### config.mk
export PLATFORM = sky130hd
export DESIGN_NAME = scan_sequencer
export DESIGN_NICKNAME = d
export VERILOG_FILES = /design/src/rtl/scan_pkg.sv /design/src/rtl/next_slot_find.sv /design/src/rtl/scan_sequencer.sv
export SDC_FILE = /design/constraint.sdc
export NUM_CORES = 1
export LEC_CHECK = 0
export CORE_MARGIN = 10
export CORE_UTILIZATION = 55
export DETAILED_ROUTE_END_ITERATION = 12
export GPL_ROUTABILITY_DRIVEN = 0
export PLACE_DENSITY = 0.76
export SYNTH_ARGS = -nofsm -noshare
export SYNTH_HDL_FRONTEND = slang
export SYNTH_HIERARCHICAL = 1
export SYNTH_SLANG_ARGS = --single-unit
### constraint.sdc
create_clock -name clk -period 3.3 [get_ports clk]
set_input_delay 0.66 -clock clk [delete_from_list [all_inputs] [get_ports clk]]
set_output_delay 0.66 -clock clk [all_outputs]
set_load 0.005 [all_outputs]
### src/rtl/scan_pkg.sv
`default_nettype none
// ============================================================================
// Module      : scan_pkg
// Description : Shared definitions for the scan sequencer: FSM state codes,
//               decoder enable patterns and slot count.
// Revision    : 1.0 - initial release
// ============================================================================
package scan_pkg;

    // Number of decoder outputs being time-multiplexed.
    localparam int SLOT_COUNT = 8;

    // FSM state encoding (2 bits).
    localparam logic [1:0] ST_IDLE  = 2'd0;
    localparam logic [1:0] ST_BLANK = 2'd1;
    localparam logic [1:0] ST_DWELL = 2'd2;

    // Decoder enable patterns, ordered {e1_n, e2_n, e3}.
    localparam logic [2:0] EN_ACTIVE   = 3'b001;
    localparam logic [2:0] EN_INACTIVE = 3'b110;

endpackage : scan_pkg
`default_nettype wire

### src/rtl/next_slot_find.sv
`default_nettype none
// ============================================================================
// Module      : next_slot_find
// Description : Combinational slot search over an 8-bit mask.
//               Returns the next set index strictly above i_idx, and the
//               lowest set index of the whole mask.
// Ports       : i_mask      - slot mask (bit i = slot i enabled)
//               i_idx       - current slot index
//               o_next_idx  - next higher set index (valid when o_found)
//               o_found     - a higher set index exists
//               o_low_idx   - lowest set index (valid when o_nonzero)
//               o_nonzero   - mask has at least one bit set
// Revision    : 1.0 - initial release
// ============================================================================
module next_slot_find
    import scan_pkg::*;
(
    input  logic [SLOT_COUNT-1:0] i_mask,
    input  logic [2:0]            i_idx,
    output logic [2:0]            o_next_idx,
    output logic                  o_found,
    output logic [2:0]            o_low_idx,
    output logic                  o_nonzero
);

    // Both searches scan downward so that the last hit (lowest index) wins.
    always_comb begin
        o_next_idx = i_idx;
        o_found    = 1'b0;
        o_low_idx  = 3'd0;
        for (int i = SLOT_COUNT - 1; i >= 0; i--) begin
            if (i_mask[i] && (i > int'(i_idx))) begin
                o_next_idx = 3'(i);
                o_found    = 1'b1;
            end
            if (i_mask[i]) begin
                o_low_idx = 3'(i);
            end
        end
        o_nonzero = |i_mask;
    end

endmodule : next_slot_find
`default_nettype wire

### src/rtl/scan_sequencer.sv
`default_nettype none
// ============================================================================
// Module      : scan_sequencer
// Description : Address/enable generator for a 74LS138-style 3-to-8 decoder.
//               Walks the slots selected in a latched mask, giving each slot
//               a blanking gap (enables off, address updated) followed by a
//               dwell (enables on, address frozen). All outputs registered.
// Ports       : clk            - clock, rising edge
//               reset          - synchronous active-high reset
//               i_start        - begin a pass (IDLE only)
//               i_stop         - abort a pass; wins over i_start
//               i_continuous   - loop passes when high at end of pass
//               i_slot_mask    - slots to include in a pass
//               o_a0..o_a2     - decoder address, o_a0 = LSB
//               o_e1_n, o_e2_n - active-low decoder enables
//               o_e3           - active-high decoder enable
//               o_busy         - high in BLANK and DWELL
//               o_slot_strobe  - pulse on first DWELL cycle of a slot
//               o_done         - pulse when a single pass completes
// Revision    : 1.0 - initial release
// ============================================================================
module scan_sequencer
    import scan_pkg::*;
#(
    parameter int unsigned DWELL = 4,
    parameter int unsigned BLANK = 1
) (
    input  logic                  clk,
    input  logic                  reset,
    input  logic                  i_start,
    input  logic                  i_stop,
    input  logic                  i_continuous,
    input  logic [SLOT_COUNT-1:0] i_slot_mask,
    output logic                  o_a0,
    output logic                  o_a1,
    output logic                  o_a2,
    output logic                  o_e1_n,
    output logic                  o_e2_n,
    output logic                  o_e3,
    output logic                  o_busy,
    output logic                  o_slot_strobe,
    output logic                  o_done
);

    // Counter reload values: the counter runs from N-1 down to 0, giving
    // exactly N cycles in each timed state.
    localparam logic [15:0] C_BLANK_LOAD = 16'(BLANK - 1);
    localparam logic [15:0] C_DWELL_LOAD = 16'(DWELL - 1);

    logic [1:0]            r_state;
    logic [15:0]           r_cnt;
    logic [SLOT_COUNT-1:0] r_mask;
    logic [2:0]            r_addr;
    logic [2:0]            r_en;
    logic                  r_busy;
    logic                  r_strobe;
    logic                  r_done;

    logic [1:0]            w_state_nxt;
    logic [15:0]           w_cnt_nxt;
    logic [SLOT_COUNT-1:0] w_mask_nxt;
    logic [2:0]            w_addr_nxt;
    logic                  w_strobe_nxt;
    logic                  w_done_nxt;

    // Next higher slot within the latched snapshot.
    logic [2:0]            w_next_idx;
    logic                  w_found;
    // Lowest slot of the live input mask, used when (re)latching.
    logic [2:0]            w_low_idx;
    logic                  w_nonzero;

    // Outputs of the finders that this design has no use for.
    logic [2:0]            w_unused_low;
    logic                  w_unused_nz;
    logic [2:0]            w_unused_next;
    logic                  w_unused_found;
    logic                  w_unused;

    next_slot_find u_find_snap (
        .i_mask     (r_mask),
        .i_idx      (r_addr),
        .o_next_idx (w_next_idx),
        .o_found    (w_found),
        .o_low_idx  (w_unused_low),
        .o_nonzero  (w_unused_nz)
    );

    next_slot_find u_find_live (
        .i_mask     (i_slot_mask),
        .i_idx      (r_addr),
        .o_next_idx (w_unused_next),
        .o_found    (w_unused_found),
        .o_low_idx  (w_low_idx),
        .o_nonzero  (w_nonzero)
    );

    assign w_unused = ^{w_unused_low, w_unused_nz, w_unused_next, w_unused_found};

    // Next-state logic. The address is only ever loaded on a transition
    // into BLANK, so it cannot change while the decoder is enabled.
    always_comb begin
        w_state_nxt  = r_state;
        w_cnt_nxt    = r_cnt;
        w_mask_nxt   = r_mask;
        w_addr_nxt   = r_addr;
        w_strobe_nxt = 1'b0;
        w_done_nxt   = 1'b0;

        case (r_state)
            ST_IDLE: begin
                if (i_start && !i_stop) begin
                    w_mask_nxt = i_slot_mask;
                    if (w_nonzero) begin
                        w_addr_nxt  = w_low_idx;
                        w_state_nxt = ST_BLANK;
                        w_cnt_nxt   = C_BLANK_LOAD;
                    end else begin
                        w_done_nxt = 1'b1;
                    end
                end
            end

            ST_BLANK: begin
                if (i_stop) begin
                    w_state_nxt = ST_IDLE;
                end else if (r_cnt == 16'd0) begin
                    w_state_nxt  = ST_DWELL;
                    w_cnt_nxt    = C_DWELL_LOAD;
                    w_strobe_nxt = 1'b1;
                end else begin
                    w_cnt_nxt = r_cnt - 16'd1;
                end
            end

            ST_DWELL: begin
                if (i_stop) begin
                    w_state_nxt = ST_IDLE;
                end else if (r_cnt == 16'd0) begin
                    if (w_found) begin
                        w_addr_nxt  = w_next_idx;
                        w_state_nxt = ST_BLANK;
                        w_cnt_nxt   = C_BLANK_LOAD;
                    end else if (i_continuous) begin
                        // Wrap: snapshot the live mask again. An empty mask
                        // ends the loop quietly, without a done pulse.
                        w_mask_nxt = i_slot_mask;
                        if (w_nonzero) begin
                            w_addr_nxt  = w_low_idx;
                            w_state_nxt = ST_BLANK;
                            w_cnt_nxt   = C_BLANK_LOAD;
                        end else begin
                            w_state_nxt = ST_IDLE;
                        end
                    end else begin
                        w_state_nxt = ST_IDLE;
                        w_done_nxt  = 1'b1;
                    end
                end else begin
                    w_cnt_nxt = r_cnt - 16'd1;
                end
            end

            default: begin
                w_state_nxt = ST_IDLE;
            end
        endcase
    end

    always_ff @(posedge clk) begin
        if (reset) begin
            r_state  <= ST_IDLE;
            r_cnt    <= 16'd0;
            r_mask   <= '0;
            r_addr   <= 3'd0;
            r_en     <= EN_INACTIVE;
            r_busy   <= 1'b0;
            r_strobe <= 1'b0;
            r_done   <= 1'b0;
        end else begin
            r_state  <= w_state_nxt;
            r_cnt    <= w_cnt_nxt;
            r_mask   <= w_mask_nxt;
            r_addr   <= w_addr_nxt;
            r_en     <= (w_state_nxt == ST_DWELL) ? EN_ACTIVE : EN_INACTIVE;
            r_busy   <= (w_state_nxt != ST_IDLE);
            r_strobe <= w_strobe_nxt;
            r_done   <= w_done_nxt;
        end
    end

    assign o_a0          = r_addr[0];
    assign o_a1          = r_addr[1];
    assign o_a2          = r_addr[2];
    assign o_e1_n        = r_en[2];
    assign o_e2_n        = r_en[1];
    assign o_e3          = r_en[0];
    assign o_busy        = r_busy;
    assign o_slot_strobe = r_strobe;
    assign o_done        = r_done;

endmodule : scan_sequencer
`default_nettype wire

# Word level (Yosys, flattened, before mapping)
# Cells that the tools add are included.
[word_totals]
regBits = 35
elab_cells = 111
[classes]
add_sub_neg = 1
n_lt_le_gt_ge = 7
n_eq_ne = 12
muxes = 63
bitwise = 1
n_reduce_logical = 19
[op_table]
columns = ["operator", "count"]
rows = [
  ["$mux W16", 8],
  ["$mux W3", 22],
  ["$pmux W16 S3", 1],
  ["$mux W8", 5],
  ["$logic_not A16 Y1", 1],
  ["$mux W2", 8],
  ["$pmux W8 S2", 1],
  ["$sub A16 B1 Y16 const B", 1],
  ["$mux W1", 15],
  ["$gt A3 B3 Y1 const A", 4],
  ["$ne A2 B2 Y1 const B", 6],
  ["$reduce_and A6 Y1", 2],
  ["$ne A9 B9 Y1 const B", 1],
  ["$logic_and A1 B1 Y1", 8],
  ["$reduce_or A8 Y1", 1],
  ["$gt A2 B3 Y1 const A", 2],
  ["$pmux W2 S3", 1],
  ["$pmux W3 S2", 1],
  ["$reduce_and A5 Y1", 1],
  ["$eq A2 B2 Y1 const B", 2],
  ["$ne A4 B3 Y1 const B", 1],
  ["$reduce_bool A2 Y1", 2],
  ["$gt A1 B3 Y1 const A", 1],
  ["$ne A3 B2 Y1 const B", 1],
  ["other kinds (7)", 7],
]

# Longest topological paths before layout
[logic_depth]
ltp_word = 15
mapped_depth = 10
mapped_depth_nobuf = 9

# Modules after synthesis
# Netlist, hierarchy kept.
[by_module_without_submodules]
columns = ["module", "n_inst", "cells_per_inst", "area_each_um2", "seq_area_each_um2"]
rows = [
  ["scan_sequencer", 1, 234, 2013.2, 680.7],
  ["next_slot_find", 2, 46, 272.8, 0.0],
]

# Worst setup path after synthesis
# No wires, ideal clock.
[synth_timing]
path_type = "input -> register"
start = "input i_slot_mask[5]"
end = "register r_en[0]"
setup_time_ns = 0.065
arrival_time_ns = 2.198
required_time_ns = 3.235
setup_slack_ns = 1.037
cell_stages = 8
cell_sequence = "nor4_1 > nand3_1 > clkbuf_1 > and3b_1 > o32a_1 > nor3_1 > o21a_1 > nor2b_1"
[synth_between]
elab_chain_cells = 9
word_cells_on_any_way = 11
[synth_rtl]
columns = ["element", "line_no", "text"]
rows = [
  ["from (decl)", "scan_sequencer.sv:33", "input logic [SLOT_COUNT-1:0] i_slot_mask,"],
  ["$reduce_or A8 Y1 *", "next_slot_find.sv:40", "o_nonzero = |i_mask;"],
  ["via w_nonzero", "scan_sequencer.sv:71", "logic w_nonzero;"],
  ["$mux W1", "scan_sequencer.sv:148", "if (w_nonzero) begin"],
  ["$mux W2", "scan_sequencer.sv:144", "end else if (i_continuous) begin"],
  ["$mux W2", "scan_sequencer.sv:140", "if (w_found) begin"],
  ["$mux W2", "scan_sequencer.sv:139", "end else if (r_cnt == 16'd0) begin"],
  ["$mux W2", "scan_sequencer.sv:137", "if (i_stop) begin"],
  ["$pmux W2 S3 *", "scan_sequencer.sv:110", "case (r_state)"],
  ["$eq A2 B2 Y1 *", "scan_sequencer.sv:185", "r_en <= (w_state_nxt == ST_DWELL) ? EN_ACTIVE : EN_INACTIVE;"],
  ["$mux W3 *", "scan_sequencer.sv:185", ""],
  ["to (signal assigned)", "scan_sequencer.sv:185", ""],
  ["to (decl)", "scan_sequencer.sv:54", "logic [2:0] r_en;"],
]
# The timed path passes the listed nets; every way through them passes the cells marked *.
# A chain may end at the register's enable or synchronous reset.

# Final worst setup path
[layout_timing]
start = "register r_addr[2]"
end = "register r_cnt[15]"
[layout_between]
elab_chain_cells = 13
word_cells_on_any_way = 27
[layout_rtl]
columns = ["element", "line_no", "text"]
rows = [
  ["from (decl)", "scan_sequencer.sv:53", "logic [2:0] r_addr;"],
  ["from (signal assigned)", "scan_sequencer.sv:184", "r_addr <= w_addr_nxt;"],
  ["$gt A3 B3 Y1", "n/a", ""],
  ["$logic_and A1 B1 Y1", "next_slot_find.sv:32", "if (i_mask[i] && (i > int'(i_idx))) begin"],
  ["$mux W1 (6 in a row)", "next_slot_find.sv:32", ""],
  ["$mux W1 *", "next_slot_find.sv:32", ""],
  ["via w_found", "scan_sequencer.sv:68", "logic w_found;"],
  ["$mux W16", "scan_sequencer.sv:140", ""],
  ["$mux W16", "scan_sequencer.sv:139", ""],
  ["$mux W16", "scan_sequencer.sv:137", ""],
  ["$pmux W16 S3", "scan_sequencer.sv:110", ""],
  ["to (signal assigned)", "scan_sequencer.sv:182", "r_cnt <= w_cnt_nxt;"],
  ["to (decl)", "scan_sequencer.sv:51", "logic [15:0] r_cnt;"],
]
# The timed path passes the listed nets; every way through them passes the cells marked *. The select of a mux whose other input is x is not followed.

==> results.json <==
{
  "status": "finished, final reports clean",
  "min_path_type": "flip-flop to flip-flop",
  "instances_no_fill": 352,
  "final_nets": 321,
  "drive_gt1_frac": 0.113,
  "remaining_drc_errors": 0,
  "core-area_sq_um": 4000,
  "startpoint_type": "flip-flop",
  "finClkSkew_ps": 5.98,
  "register_area_sq_um": 661,
  "grt_overflow_total": 0,
  "clk_pin_slew_worst_paths_ps": 70,
  "report.power.total_mw": 0.874,
  "cts_htree_levels": 2,
  "period_share": 0.788,
  "ant_nets": 0,
  "fillers": 361,
  "drtIter0Drc": 201,
  "postCtsSetupBuffers": 0,
  "syn-cell-area_sq_um": 2270,
  "cts_hold_buf": 0,
  "die_h_um": 84.3,
  "drv_slew": 0,
  "vias": 2143,
  "diodes": 0,
  "synth_nets": 302,
  "totalWireLength_mm": 5.51,
  "routedLengthMet1_mm": 2.46,
  "worstPathRequired_ps": 3510,
  "multiInputGateArea_sq_um": 1470,
  "cts_tree": "yes",
  "dp_cells": 344,
  "wl_met3_um": 337,
  "dp_slack_ps": 650,
  "avgSynthCellArea_sq_um": 8.06,
  "worstMarginPinSlew_ps": 867,
  "ir_drop_mv": 0.235,
  "period_needed_ps": 2600,
  "hold_violations": 0,
  "antenna_found_initial": 0,
  "grt_max_degree": 15,
  "place_hpwl_mm": 4.13,
  "grt_pass1_wl_mm": 9.20,
  "clk_latency_ps": 280,
  "endpoint_kind": "flip-flop",
  "fin_ws_ps": 700,
  "path_class": "flip-flop to flip-flop",
  "setup_violations": 0,
  "slew_headroom": 0.418,
  "met2_length_mm": 2.66,
  "cts_max_path_buffers": 2,
  "wl_per_cell_um": 15.6,
  "drt_first_pass_iters": 4,
  "cts_inserted_buffers": 5,
  "start_util": 0.568,
  "synth_warnings": 6,
  "worstPathMaxFanout": 14,
  "num_io_pins": 22,
  "ctsResizeCount": 0,
  "p_leak_nw": 1.05,
  "root_buffer": "clkbuf_8",
  "highest_layer": "met4",
  "tns_ps": 0,
  "area_delta_synth_final_pct": 13.3,
  "cts_sinks": 33,
  "grt_pass1_vias": 2038,
  "rsz0062_at_grt": "no",
  "die_area_sq_um": 7100,
  "p_per_area_nw_per_um2": 339,
  "vias_per_cell": 6.09,
  "die_w_um": 84.3,
  "cp.arrival_ps": 2810,
  "synth_cells": 282,
  "grt_use_total": 0.149,
  "rows": 23,
  "cap_violations": 0,
  "fmax_ghz": 0.385,
  "hold_ws_ps": 537,
  "port_buffers": 21
}
## critical path, stage by stage, from the launching register on
cell and delay [ps]:
dfxtp_1 610, nand2_2 130, a21oi_2 160, o221ai_1 120, or3_1 400, nor2_1 190
nand3_1 120, o21ai_2 320, o21ai_0 250, o211ai_1 220
## power breakdown
| part | internal, mW | total, mW | switching [mW] |
|---|---|---|---|
| clock | 0.146 | 0.294 | 0.148 |
| combinational | 0.0699 | 0.158 | 0.0877 |
| sequential | 0.408 | 0.423 | 0.0143 |
| total | 0.624 | 0.874 | 0.250 |
## placed cells by master, fill, tap and decap left out, types with 7 or more instances in the layout
cell type,n
nor2_1,28
a21oi_1,12
o211ai_1,8
nor3_1,11
inv_1,21
clkdlybuf4s50_1,21
mux2i_1,10
nand3_1,8
nand2_1,21
dfxtp_1,33
nand2b_1,7
o21ai_0,17
ha_1,7
or3_1,9
## path summary, 6_finish.rpt
check                           startpoint         to  slack [ps]  cells past startpoint
worst max register to register   r_addr[2]  r_cnt[15]         700                      9
worst min register to register   r_cnt[14]  r_cnt[14]         540                      2
worst min-delay path             r_cnt[14]  r_cnt[14]         540                      2
worst max-delay path             r_addr[2]  r_cnt[15]         700                      9
## cell type report
cell class / count / share of cell area
Tap cell: 50 / 0.0243
Sequential cell: 33 / 0.256
Clock inverter: 2 / 0.00389
Clock buffer: 6 / 0.0282
Inverter: 21 / 0.0306
Multi-Input combinational cell: 217 / 0.569
Timing Repair Buffer: 23 / 0.0874
## through the flow
step                      utilization  instance area, sq um
after CTS                       0.644                  2580
final                           0.644                  2580
after floorplan                     -                  2270
after global routing            0.644                  2580
after detailed placement        0.623                  2490
after global placement          0.623                  2490
## metal layers
metal  track usage  vias to the layer above
met5             0                        -
met4        0.0594                        0
met3        0.0415                        4
met2         0.248                       66
met1         0.177                      993
li1              -                     1080
## registers in the layout, summed over array words and instances, names as in the netlist
name / flops
r_state: 2
r_cnt: 16
r_addr: 3
o_done: 1
o_slot_strobe: 1
o_busy: 1
r_mask: 7
r_en: 2
(Power assumes the default switching activity.)
